--- src/rtl/snes_video_pkg.sv ---
// snes_video_pkg: shared pixel types and constants for the video output path
package snes_video_pkg;
  localparam int CHAN_W = 5;
  localparam int DEPTH_DEF = 4;
  localparam int PH_256H = 1;
  localparam int PH_512H = 0;
  typedef struct packed {
    logic [CHAN_W-1:0] b;
    logic [CHAN_W-1:0] g;
    logic [CHAN_W-1:0] r;
  } bgr555_t;
endpackage

--- src/rtl/pixel_fifo.sv ---
// pixel_fifo: small synchronous FIFO with a DEPTH+1-state occupancy counter
module pixel_fifo import snes_video_pkg::*; #(
  parameter int DEPTH = DEPTH_DEF,
  parameter int W = 15
) (
  input  logic         mclock,
  input  logic         reset,
  input  logic         push,
  input  logic         pop,
  input  logic [W-1:0] wdata,
  output logic [W-1:0] rdata,
  output logic         full,
  output logic         empty
);
  localparam int AW = $clog2(DEPTH);
  logic [W-1:0] mem [DEPTH];
  logic [AW-1:0] wp, rp;
  logic [AW:0] cnt;
  logic do_push, do_pop;
  assign full = cnt == (AW+1)'(DEPTH);
  assign empty = cnt == '0;
  assign rdata = mem[rp];
  assign do_push = push && !full;
  assign do_pop = pop && !empty;
  always_ff @(posedge mclock)
    if (do_push) mem[wp] <= wdata;
  always_ff @(posedge mclock) begin
    if (reset) begin
      wp <= '0;
      rp <= '0;
      cnt <= '0;
    end else begin
      if (do_push) wp <= wp + 1'b1;
      if (do_pop) rp <= rp + 1'b1;
      cnt <= cnt + (AW+1)'(do_push) - (AW+1)'(do_pop);
    end
  end
endmodule

--- src/rtl/dac_pixel_out.sv ---
// dac_pixel_out: FIFO-buffered BGR555 pixel output to the video DAC at the 256h/512h rate.
// Optional DAC_BRIGHTNESS_EN scales each channel by (brightness+1)/16.
module dac_pixel_out import snes_video_pkg::*; #(
  parameter int DEPTH = DEPTH_DEF,
  parameter int CNT_W = 16
) (
  input  logic              mclock,
  input  logic              reset,
  input  logic [1:0]        phase,
  input  logic              hires,
  input  logic              pix_valid,
  input  logic [14:0]       pix_data,
  output logic              pix_ready,
  input  logic              blank,
  input  logic [3:0]        brightness,
  output logic [CHAN_W-1:0] dac_r,
  output logic [CHAN_W-1:0] dac_g,
  output logic [CHAN_W-1:0] dac_b,
  output logic              dac_blank,
  output logic              dac_latch,
  output logic [CNT_W-1:0]  underflow_cnt
);
  bgr555_t head;
  logic full, empty, strobe, push, pop;
  logic [CHAN_W-1:0] sr, sg, sb;
`ifdef DAC_BRIGHTNESS_EN
  function automatic logic [CHAN_W-1:0] scale(input logic [CHAN_W-1:0] c, input logic [3:0] br);
    logic [9:0] p;
    p = 10'(c) * (10'(br) + 10'd1);
    return p[8:4];
  endfunction
  assign sr = scale(head.r, brightness);
  assign sg = scale(head.g, brightness);
  assign sb = scale(head.b, brightness);
`else
  logic unused_brightness;
  assign unused_brightness = ^brightness;
  assign sr = head.r;
  assign sg = head.g;
  assign sb = head.b;
`endif
  assign strobe = hires ? phase[PH_512H] : (phase[PH_256H] && phase[PH_512H]);
  assign pix_ready = !full && !reset;
  assign push = pix_valid && pix_ready;
  assign pop = strobe && !blank && !empty;
  pixel_fifo #(.DEPTH(DEPTH), .W(15)) u_fifo (
    .mclock(mclock),
    .reset(reset),
    .push(push),
    .pop(pop),
    .wdata(pix_data),
    .rdata(head),
    .full(full),
    .empty(empty)
  );
  always_ff @(posedge mclock) begin
    if (reset) begin
      dac_r <= '0;
      dac_g <= '0;
      dac_b <= '0;
      dac_blank <= 1'b1;
      dac_latch <= 1'b0;
      underflow_cnt <= '0;
    end else begin
      dac_latch <= strobe;
      if (strobe) begin
        dac_blank <= blank;
        if (blank) begin
          dac_r <= '0;
          dac_g <= '0;
          dac_b <= '0;
        end else if (!empty) begin
          dac_r <= sr;
          dac_g <= sg;
          dac_b <= sb;
        end else if (!(&underflow_cnt)) begin
          underflow_cnt <= underflow_cnt + 1'b1;
        end
      end
    end
  end
endmodule

--- config.mk ---
export PLATFORM = sky130hd
export DESIGN_NAME = dac_pixel_out
export DESIGN_NICKNAME = d
export VERILOG_FILES = /design/src/rtl/snes_video_pkg.sv /design/src/rtl/pixel_fifo.sv /design/src/rtl/dac_pixel_out.sv
export SDC_FILE = /design/constraint.sdc
export NUM_CORES = 1
export LEC_CHECK = 0
export ABC_AREA = 1
export CORE_ASPECT_RATIO = 2
export CORE_UTILIZATION = 25
export CTS_CLUSTER_SIZE = 30
export DETAILED_ROUTE_END_ITERATION = 10
export GPL_ROUTABILITY_DRIVEN = 1
export SLEW_MARGIN = 20
export SYNTH_ARGS = -nofsm -noshare
export SYNTH_HDL_FRONTEND = slang
export SYNTH_SLANG_ARGS = --single-unit
export TNS_END_PERCENT = 20
--- constraint.sdc ---
create_clock -name mclock -period 3.97 [get_ports mclock]
set_input_delay 0.794 -clock mclock [delete_from_list [all_inputs] [get_ports mclock]]
set_output_delay 0.794 -clock mclock [all_outputs]
set_load 0.02 [all_outputs]
**Yosys cells after proc, flatten, opt, wreduce, memory -nomap -nowiden**

Memories as Yosys holds them, arrays and structs flattened. A register that Yosys moved wholly into a read port is not among the register bits.
Cells that the tools add are included.
Widths: inputs -> output; s select.

- Bits in writable memories: 60
- Memories kept: 1
- Logic and storage cells: 45
- Output and inout port bits: 34
- Flip-flop bits (word level): 40
- Bits of input ports: 26

- Add/subtract/negate cells: 5
- Eq/ne operators: 2
- Bitwise operators: 2
- Reduce and logical (&&, ||, !) cells: 15
- Mux-type cells: 11

Memory list:

| name | depth | width | read ports | clocked after memory_dff | wr ports | RTL line | RTL |
|---|---|---|---|---|---|---|---|
| u_fifo.mem | 4 | 15 | 1 | 1 | 1 | pixel_fifo.sv:16 | `logic [W-1:0] mem [DEPTH];` |

Operators by type and width:

| kind | number |
|---|---|
| $mux 5 | 6 |
| $add 16x1->16 const B | 1 |
| $reduce_and 16->1 | 1 |
| $logic_and 1x1->1 | 7 |
| $add 2x1->2 const B | 2 |
| $logic_not 1->1 | 4 |
| $mux 2 | 2 |
| $reduce_and 4->1 | 1 |
| $add 3x1->3 | 1 |
| $eq 3x3->1 const B | 1 |
| $logic_not 3->1 | 1 |
| $mux 1 | 3 |
| $sub 3x1->3 | 1 |
| $ne 2x2->1 const B | 1 |
| $not 1->1 | 2 |
| $reduce_and 2->1 | 1 |

**Depth between registers and ports, before layout**

- Word-level depth: 7
- Mapped depth: 12
- Mapped depth without buffers: 11

**Cells and area by module**

From an unflattened synthesis, not the netlist that was laid out.

- Cell total of the unflattened synthesis: 452
- Area, all modules: 4516.8 µm²

Modules (own cells, without submodules):

| module | area an instance (µm²) | instances | sequential area each (µm²) | cells each |
|---|---|---|---|---|
| pixel_fifo | 2841.5 | 1 | 1981.9 | 214 |
| dac_pixel_out | 1675.4 | 1 | 660.6 | 238 |

**Worst setup path after synthesis**

No wires, ideal clock.

- Kind: input to register
- Start point: input port reset
- End point: memory u_fifo.mem[0][0], enable pin
- Slack: 1.435 ns
- Stages on the path: 3
- Library setup time: 0.387 ns
- Required time: 3.583 ns
- Arrival: 2.149 ns
- Buffers on the path: 0
- Cells stage by stage: a21oi_1 nand2_1 nor2_1

- Longest elaborated chain between the ends: 6

RTL lines:

| element | RTL line | RTL |
|---|---|---|
| start: declaration | dac_pixel_out.sv:8 | `input logic reset,` |
| $logic_not 1->1 | dac_pixel_out.sv:43 | `assign pix_ready = !full && !reset;` |
| $logic_and 1x1->1 | dac_pixel_out.sv:43 |  |
| $logic_and 1x1->1 | dac_pixel_out.sv:44 | `assign push = pix_valid && pix_ready;` |
| $logic_and 1x1->1 | pixel_fifo.sv:23 | `assign do_push = push && !full;` |
| $mux 1 | pixel_fifo.sv:26 | `if (do_push) mem[wp] <= wdata;` |
| $mux 1 (implied by the code) | pixel_fifo.sv:26 |  |
| end: declaration | pixel_fifo.sv:16 |  |

Every way passes these cells.

**Worst setup path in the final report**

- Start point: input port reset
- End point: output port pix_ready

- Longest elaborated chain between the ends: 2

RTL lines:

| element | RTL line | RTL |
|---|---|---|
| $logic_not 1->1 | dac_pixel_out.sv:43 |  |
| $logic_and 1x1->1 | dac_pixel_out.sv:43 |  |
| end: declaration | dac_pixel_out.sv:13 | `output logic pix_ready,` |

Every way passes these cells.

==> results_dict.tcl <==
set metrics [dict create \
    status "finished, final reports clean" \
    powerDensity_nw_per_um2 457.5 \
    use_met1_pct 11.47 \
    synthSimpleGateAreaFrac_pct 18.44 \
    tns_ns 0 \
    grt_pass1_vias 3191 \
    holdPathStages 1 \
    seq_area_frac_synth_pct 61.83 \
    endpoint_kind "output pin" \
    use_met3_pct 2.398 \
    hold_start "u_fifo.rp[1]" \
    reg2reg_slack_ns 1.63 \
    cp_common_cell "clkdlybuf4s50_1" \
    diodes 0 \
    rsz0062_at_grt "no" \
    crit_arrival_ns 2.03 \
    synth_top_cell_by_area "edfxtp_1" \
    cts_max_path_buffers 2 \
    required_ns 3.18 \
    rows 67 \
    finalHoldViolations 0 \
    path_class "input port to output pin" \
    final_cell_mix "84 x nand2_1, 82 x nor2_1, 60 x edfxtp_1, 55 x clkdlybuf4s50_1, 49 x o21ai_0" \
    slew_headroom_pct 30.81 \
    p_int_uw 1760 \
    power_switching_uw 687.1 \
    htreeDepth 3 \
    antenna_found_initial 0 \
    synth_fa_ha_area_share_pct 2.518 \
    wl_per_cell_um 13.85 \
    hold_class "flip-flop to flip-flop" \
    die_w_um 94.46 \
    busiest_layer "met2" \
    grt_max_degree 32 \
    io_buffers 55 \
    synth_top_family_by_area "simple AND/OR/NAND/NOR gates" \
    synth_xor_area_share_pct 1.434 \
    syn_avg_cell_area_sq_um 9.562 \
    period_needed_ns 2.822 \
    reg2reg_from "u_fifo.cnt[1]" \
    syn_inst 447 \
    insertion_delay_ns 0.34 \
    p_comb_share_pct 15.2 \
    grt_use_total_pct 11.82 \
    drc 0 \
    gp_congestion 0.7989 \
    syn_area_sq_um 4274 \
    clock-sinks 102 \
    dr.pass1.iters 4 \
    final_common_cell "nand2_1" \
    start_util_pct 25.49 \
    setup_slack_ns 1.148 \
    whs_ns 0.4563 \
    setup_viol 0 \
    vias 3196 \
    grt_use_met2_pct 22.74 \
    dieArea_sq_um 17650 \
    yosysWarnings 0 \
    final_layout_size_suffix_gt1_share_pct 7.480 \
    final_cells 715 \
    synth.distinct_cells 25 \
    holdPathEnd "u_fifo.rp[1]" \
    synthTopCellsByArea "edfxtp_1 42%, dfxtp_1 20%, nand2_1 7.4%" \
    crit_fanout 2 \
    viasPerCell 4.470 \
    max_stage_delay_ns 0.64 \
    report.final.slew_viol_count 0 \
    max_cap_viol_count 0 \
    final_nets 537 \
    synthMuxAreaShare_pct 0 \
    ys_ff_latch 102 \
    power.share.clock_pct 35.2 \
    placed_cell_area_sq_um 5054 \
    dp_worst_setup_slack_ns 0.8940 \
    synth.top_cell.area_share_pct 42.15 \
    cts_setup_buffers 0 \
    path_clk_slew_ns 0.08 \
    pin_count 60 \
    vdd_drop_max_v 0.0001807 \
    ant_nets 0 \
    routed_wl_um 9900 \
    timing.final.crit_share_pct 71.08 \
    clockRootBuffer "clkbuf_16" \
    cp-start-kind "input port" \
    final_area_sq_um 5348 \
    crit_slowest_cell "clkdlybuf4s50_1" \
    cts_tree "yes" \
    synth_fp_nets 481 \
    rr_worst_depth 12 \
    core_sq_um 16770 \
    fin_skew_ns 0.01194 \
    dp_cells 699 \
    seqPwrFrac_pct 49.6 \
    numCtsBuffers 9 \
    drt_iter0_drc 159 \
    cts_resized 0 \
    max_freq_ghz 0.3544 \
    worstMarginPinSlew_ns 1.036 \
    synth_compound_area_share_pct 10.95 \
    grt_pass1_wl_um 15810 \
    worstPathCellList "clkdlybuf4s50_1 > a21oi_1 > clkdlybuf4s50_1" \
    grt_overflow_total 0 \
    switching_share_pct 28.08 \
    holdBufCountCts 0 \
    hpwl_um 6745 \
    leakage_uw 0.001811 \
    r2r-end "u_fifo.cnt[2]" \
    area_delta_synth_final_pct 25.12 \
    fp.dieH_um 186.9 \
]
## final cells by class
| class | count | area (sq um) |
|---|---|---|
| multi-input combinational | 295 | 1425 |
| fill | 1697 | 11420 |
| inverter | 33 | 123.9 |
| clock buffer | 10 | 229.0 |
| tap | 207 | 259.0 |
| sequential | 102 | 2643 |
| clock inverter | 6 | 65.06 |
| timing repair buffer | 62 | 603.1 |
## registers in the layout (all words and copies together) (netlist names), named ones only
register       flops
dac_latch          1
u_fifo.wp          2
u_fifo.rp          2
underflow_cnt     16
dac_b              5
dac_g              5
u_fifo.mem        60
u_fifo.cnt         3
dac_r              5
dac_blank          1
## synthesized netlist by cell type
cell type	n
nor2_4	2
nor2_1	82
o211ai_1	1
buf_1	1
nand4_1	6
a21oi_1	25
nand2_1	84
o21ai_0	49
a21oi_2	8
nand3b_1	1
clkinv_1	3
buf_6	2
nand3_1	12
o21ai_1	4
dfxtp_1	42
edfxtp_1	60
buf_2	3
nor2_2	3
clkbuf_1	11
xnor2_1	3
ha_1	7
inv_1	30
fa_1	1
xor2_1	4
nand2_2	3
## routing by layer
| layer | vias up | share of wire [%] | routed length, um |
|---|---|---|---|
| met4 | 0 | 2.3 | 223 |
| met3 | 16 | 4.4 | 434 |
| met1 | 1524 | 37 | 3645 |
| li1 | 1595 | - | - |
| met2 | 61 | 57 | 5596 |
| met5 | - | 0 | 0 |
## cells by family (layout without fill, tap and decap cells)
group	count (synthesis)	count (layout)
AND/OR/NAND/NOR	193	193
flip-flops	102	102
AO/OA/AOI/OAI	87	87
XOR/XNOR	7	7
adder cells (fa/ha/maj)	8	8
buffers and inverters	50	111
## worst max-delay path, delay by kind of cell
| family | cells | cell delay [ns] |
|---|---|---|
| AO/OA/AOI/OAI | 1 | 0.17 |
| buffers and inverters | 2 | 1.06 |
## worst max-delay path by stage
stage / slack (ns) / endpoint / depth (start not counted) / startpoint
floorplan: 1.43 / u_fifo.mem[0][0] / 3 / reset
global placement: 0.94 / u_fifo.cnt[1] / 12 / phase[0]
detailed placement: 0.89 / u_fifo.cnt[1] / 12 / phase[1]
CTS: 1.12 / pix_ready / 3 / reset
global route: 1.02 / u_fifo.cnt[2] / 13 / phase[0]
finish: 1.15 / pix_ready / 3 / reset
## power by group through the flow
| stage | Clock, uW | Combinational (uW) | Sequential [uW] |
|---|---|---|---|
| 3_3_place_gp | 0 | 360 | 1240 |
| 6_report | 861 | 371 | 1210 |
| 5_1_grt | 932 | 422 | 1220 |
| 3_5_place_dp | 0 | 377 | 1240 |
| 4_1_cts | 887 | 378 | 1210 |
| 2_1_floorplan | 0 | 218 | 1250 |
## stage by stage
| stage | power, uW | utilization, % |
|---|---|---|
| global placement | 1596 | 30.14 |
| finish | 2447 | 31.90 |
| CTS | 2479 | 31.90 |
| detailed placement | 1615 | 30.14 |
| floorplan | 1469 | - |
| global route | 2574 | 31.90 |
Power figures use the tool's default switching activity.
==> RTL change (same flow settings) <==
The option `DAC_BRIGHTNESS_EN` is turned on by a define.
--- a/src/rtl/dac_pixel_out.sv
+++ b/src/rtl/dac_pixel_out.sv
@@ -1,4 +1,6 @@
 // dac_pixel_out: FIFO-buffered BGR555 pixel output to the video DAC at the 256h/512h rate.
 // Optional DAC_BRIGHTNESS_EN scales each channel by (brightness+1)/16.
+`define DAC_BRIGHTNESS_EN
+
 module dac_pixel_out import snes_video_pkg::*; #(
   parameter int DEPTH = DEPTH_DEF,
Function: changed (a bounded check fails within 4 cycles, from zero or initial values and one cycle with reset high).
==> RTL change against the unedited design <==
Highest routed layer unchanged. Power grew 60%. Area after synthesis grew 51%. Final area grew 54%. Worst setup slack lost 0.93 ns. The run now ends with design-rule violations left. Maximum frequency shrank 25%. Count of clock-buffer cells in the layout shrank 1. Routed wire length grew 66%. Sequential share of layout area shrank 17 points. Sequential cell count is the same.
==> RTL change: results (changes against the unedited design) <==
[outcome]
status = complete, but fails checks
violations = design-rule violations

[logic_synthesis]
ys_types = 33  ; +32%
synth_xor_area_share_pct = 2.03  ; +0.59 points
synthCells = 763  ; +71%
synthTopCellsByCount = nand2_1 (171), inv_1 (94), nor2_1 (80)
ys_seq_area_share_pct = 40.8  ; -21 points
synth_compound_area_share_pct = 6.42  ; -4.5 points
async_flop_share_pct = 0  ; unchanged
synthesis.nets = 864  ; +80%
synth.area.top_cells = edfxtp_1 (28%), dfxtp_1 (13%), ha_1 (10%)
synth-adder-area-share_pct = 17.0  ; +15 points

[placed_design]
gp_congestion = 0.879  ; +10%
dpl.hpwl_mm = 12.9  ; +91%
dp.cells = 1192  ; +71%
placed_area_sq_um = 7790  ; +54%
port-buffer-count = 59  ; +7.3%
dp_slack_ns = -0.715  ; -1.61 ns

[drt]
drc = 1  ; +1
num_vias = 5348  ; +67%
dr.first_iter.drc_count = 203  ; +28%
firstDrtPassIters = 7  ; +3
drt-total-wl_mm = 16.4  ; +66%

[global_route]
grt_use_total_pct = 13.2  ; +1.4 points
grt_pass1_vias = 5533  ; +73%
grt_pass1_wl_mm = 26.6  ; +68%
grt_max_degree = 28  ; -13%

[sta]
min_period_over_period_pct = 94.4  ; +23 points
tightest_slew_ns = 0.429  ; -0.607 ns
skew_ns = 0.00905  ; -0.00289 ns

[setup_path]
worstPathArrival_ns = 4.00  ; +1.97 ns
r2r_slack_ns = 0.29  ; -1.34 ns
endpoint = dac_r[3]
slowest_delay_ns = 0.58  ; -0.06 ns
crit_family = adder cells
slowest_stage = fa_2
timing.rr.end = dac_b[4]
cp_max_fo = 5  ; +3
reg2regPathDepth = 18  ; +6
critPathLaunch = brightness[1]

[power]
internal_power_uw = 2480  ; +41%
leakagePower_uw = 0.00347  ; +92%
vdd_ir_drop_max_mv = 0.213  ; +18%

[cts]
cts_setup_buffers = 1  ; +1
clock_latency_ns = 0.37  ; +0.03 ns
cts_resized = 10  ; +10
clkSlewWorstSetupHoldPaths_ns = 0.07

[layout]
antenna_cells = 0  ; unchanged
layout.cells.non_filler = 1209  ; +69%
drive_gt1_share_pct = 15.9  ; +8.4 points
fill_cells = 2710  ; +60%
layout.nets = 965  ; +80%

[min_path]
min_from = dac_r[1]

[floorplan]
start_util_pct = 25.3  ; -0.15 points

==> RTL change: cell types whose count changed after synthesis, sizes merged, moves of 6 or more <==
| cell | unedited run | this run |
|---|---|---|
| a21oi | 33 | 46 |
| buf | 6 | 14 |
| fa | 1 | 22 |
| ha | 7 | 53 |
| inv | 30 | 99 |
| nand2 | 87 | 191 |
| nand3 | 12 | 76 |
| nor3 | 0 | 6 |
| o21ai | 53 | 19 |
| xor2 | 4 | 10 |
==> RTL change: worst min-delay path by stage <==
stage / to / slack [ns] / depth (start not counted)
2_1_floorplan: register / 0.44 / 2
3_3_place_gp: u_fifo.rp[1] / 0.45 / 2
3_5_place_dp: dac_r[1] / 0.46 / 2
4_1_cts: dac_r[1] / 0.47 / 2
5_1_grt: dac_r[3] / 0.49 / 2
6_report: dac_r[1] / 0.47 / 2
==> RTL change: power groups by stage <==
stage	registers (uW)	logic, uW	clock network, uW
6_report	1220	1750	954
5_1_grt	1220	1990	1030
4_1_cts	1220	1690	985
3_5_place_dp	1240	1650	0
3_3_place_gp	1240	1620	0
2_1_floorplan	1260	1010	0
==> RTL change: final cells by class <==
type / instances / area (sq um) / share of cell area [%]
multi-input combinational: 541 / 3510 / 42.6
sequential: 102 / 2640 / 32.0
timing repair buffer: 111 / 976 / 11.8
tap: 340 / 425 / 5.16
inverter: 99 / 377 / 4.56
clock buffer: 9 / 225 / 2.73
clock inverter: 7 / 90.1 / 1.09
==> RTL change: routing by layer <==
layer | track usage, % | wire length [um] | vias up | share of wire [%]
li1 | - | - | 2706 | -
met1 | 11.5 | 5530 | 2509 | 34
met2 | 26.3 | 9590 | 89 | 58
met3 | 2.33 | 534 | 44 | 3.3
met4 | 8.37 | 755 | 0 | 4.6
met5 | 0 | 0 | - | 0
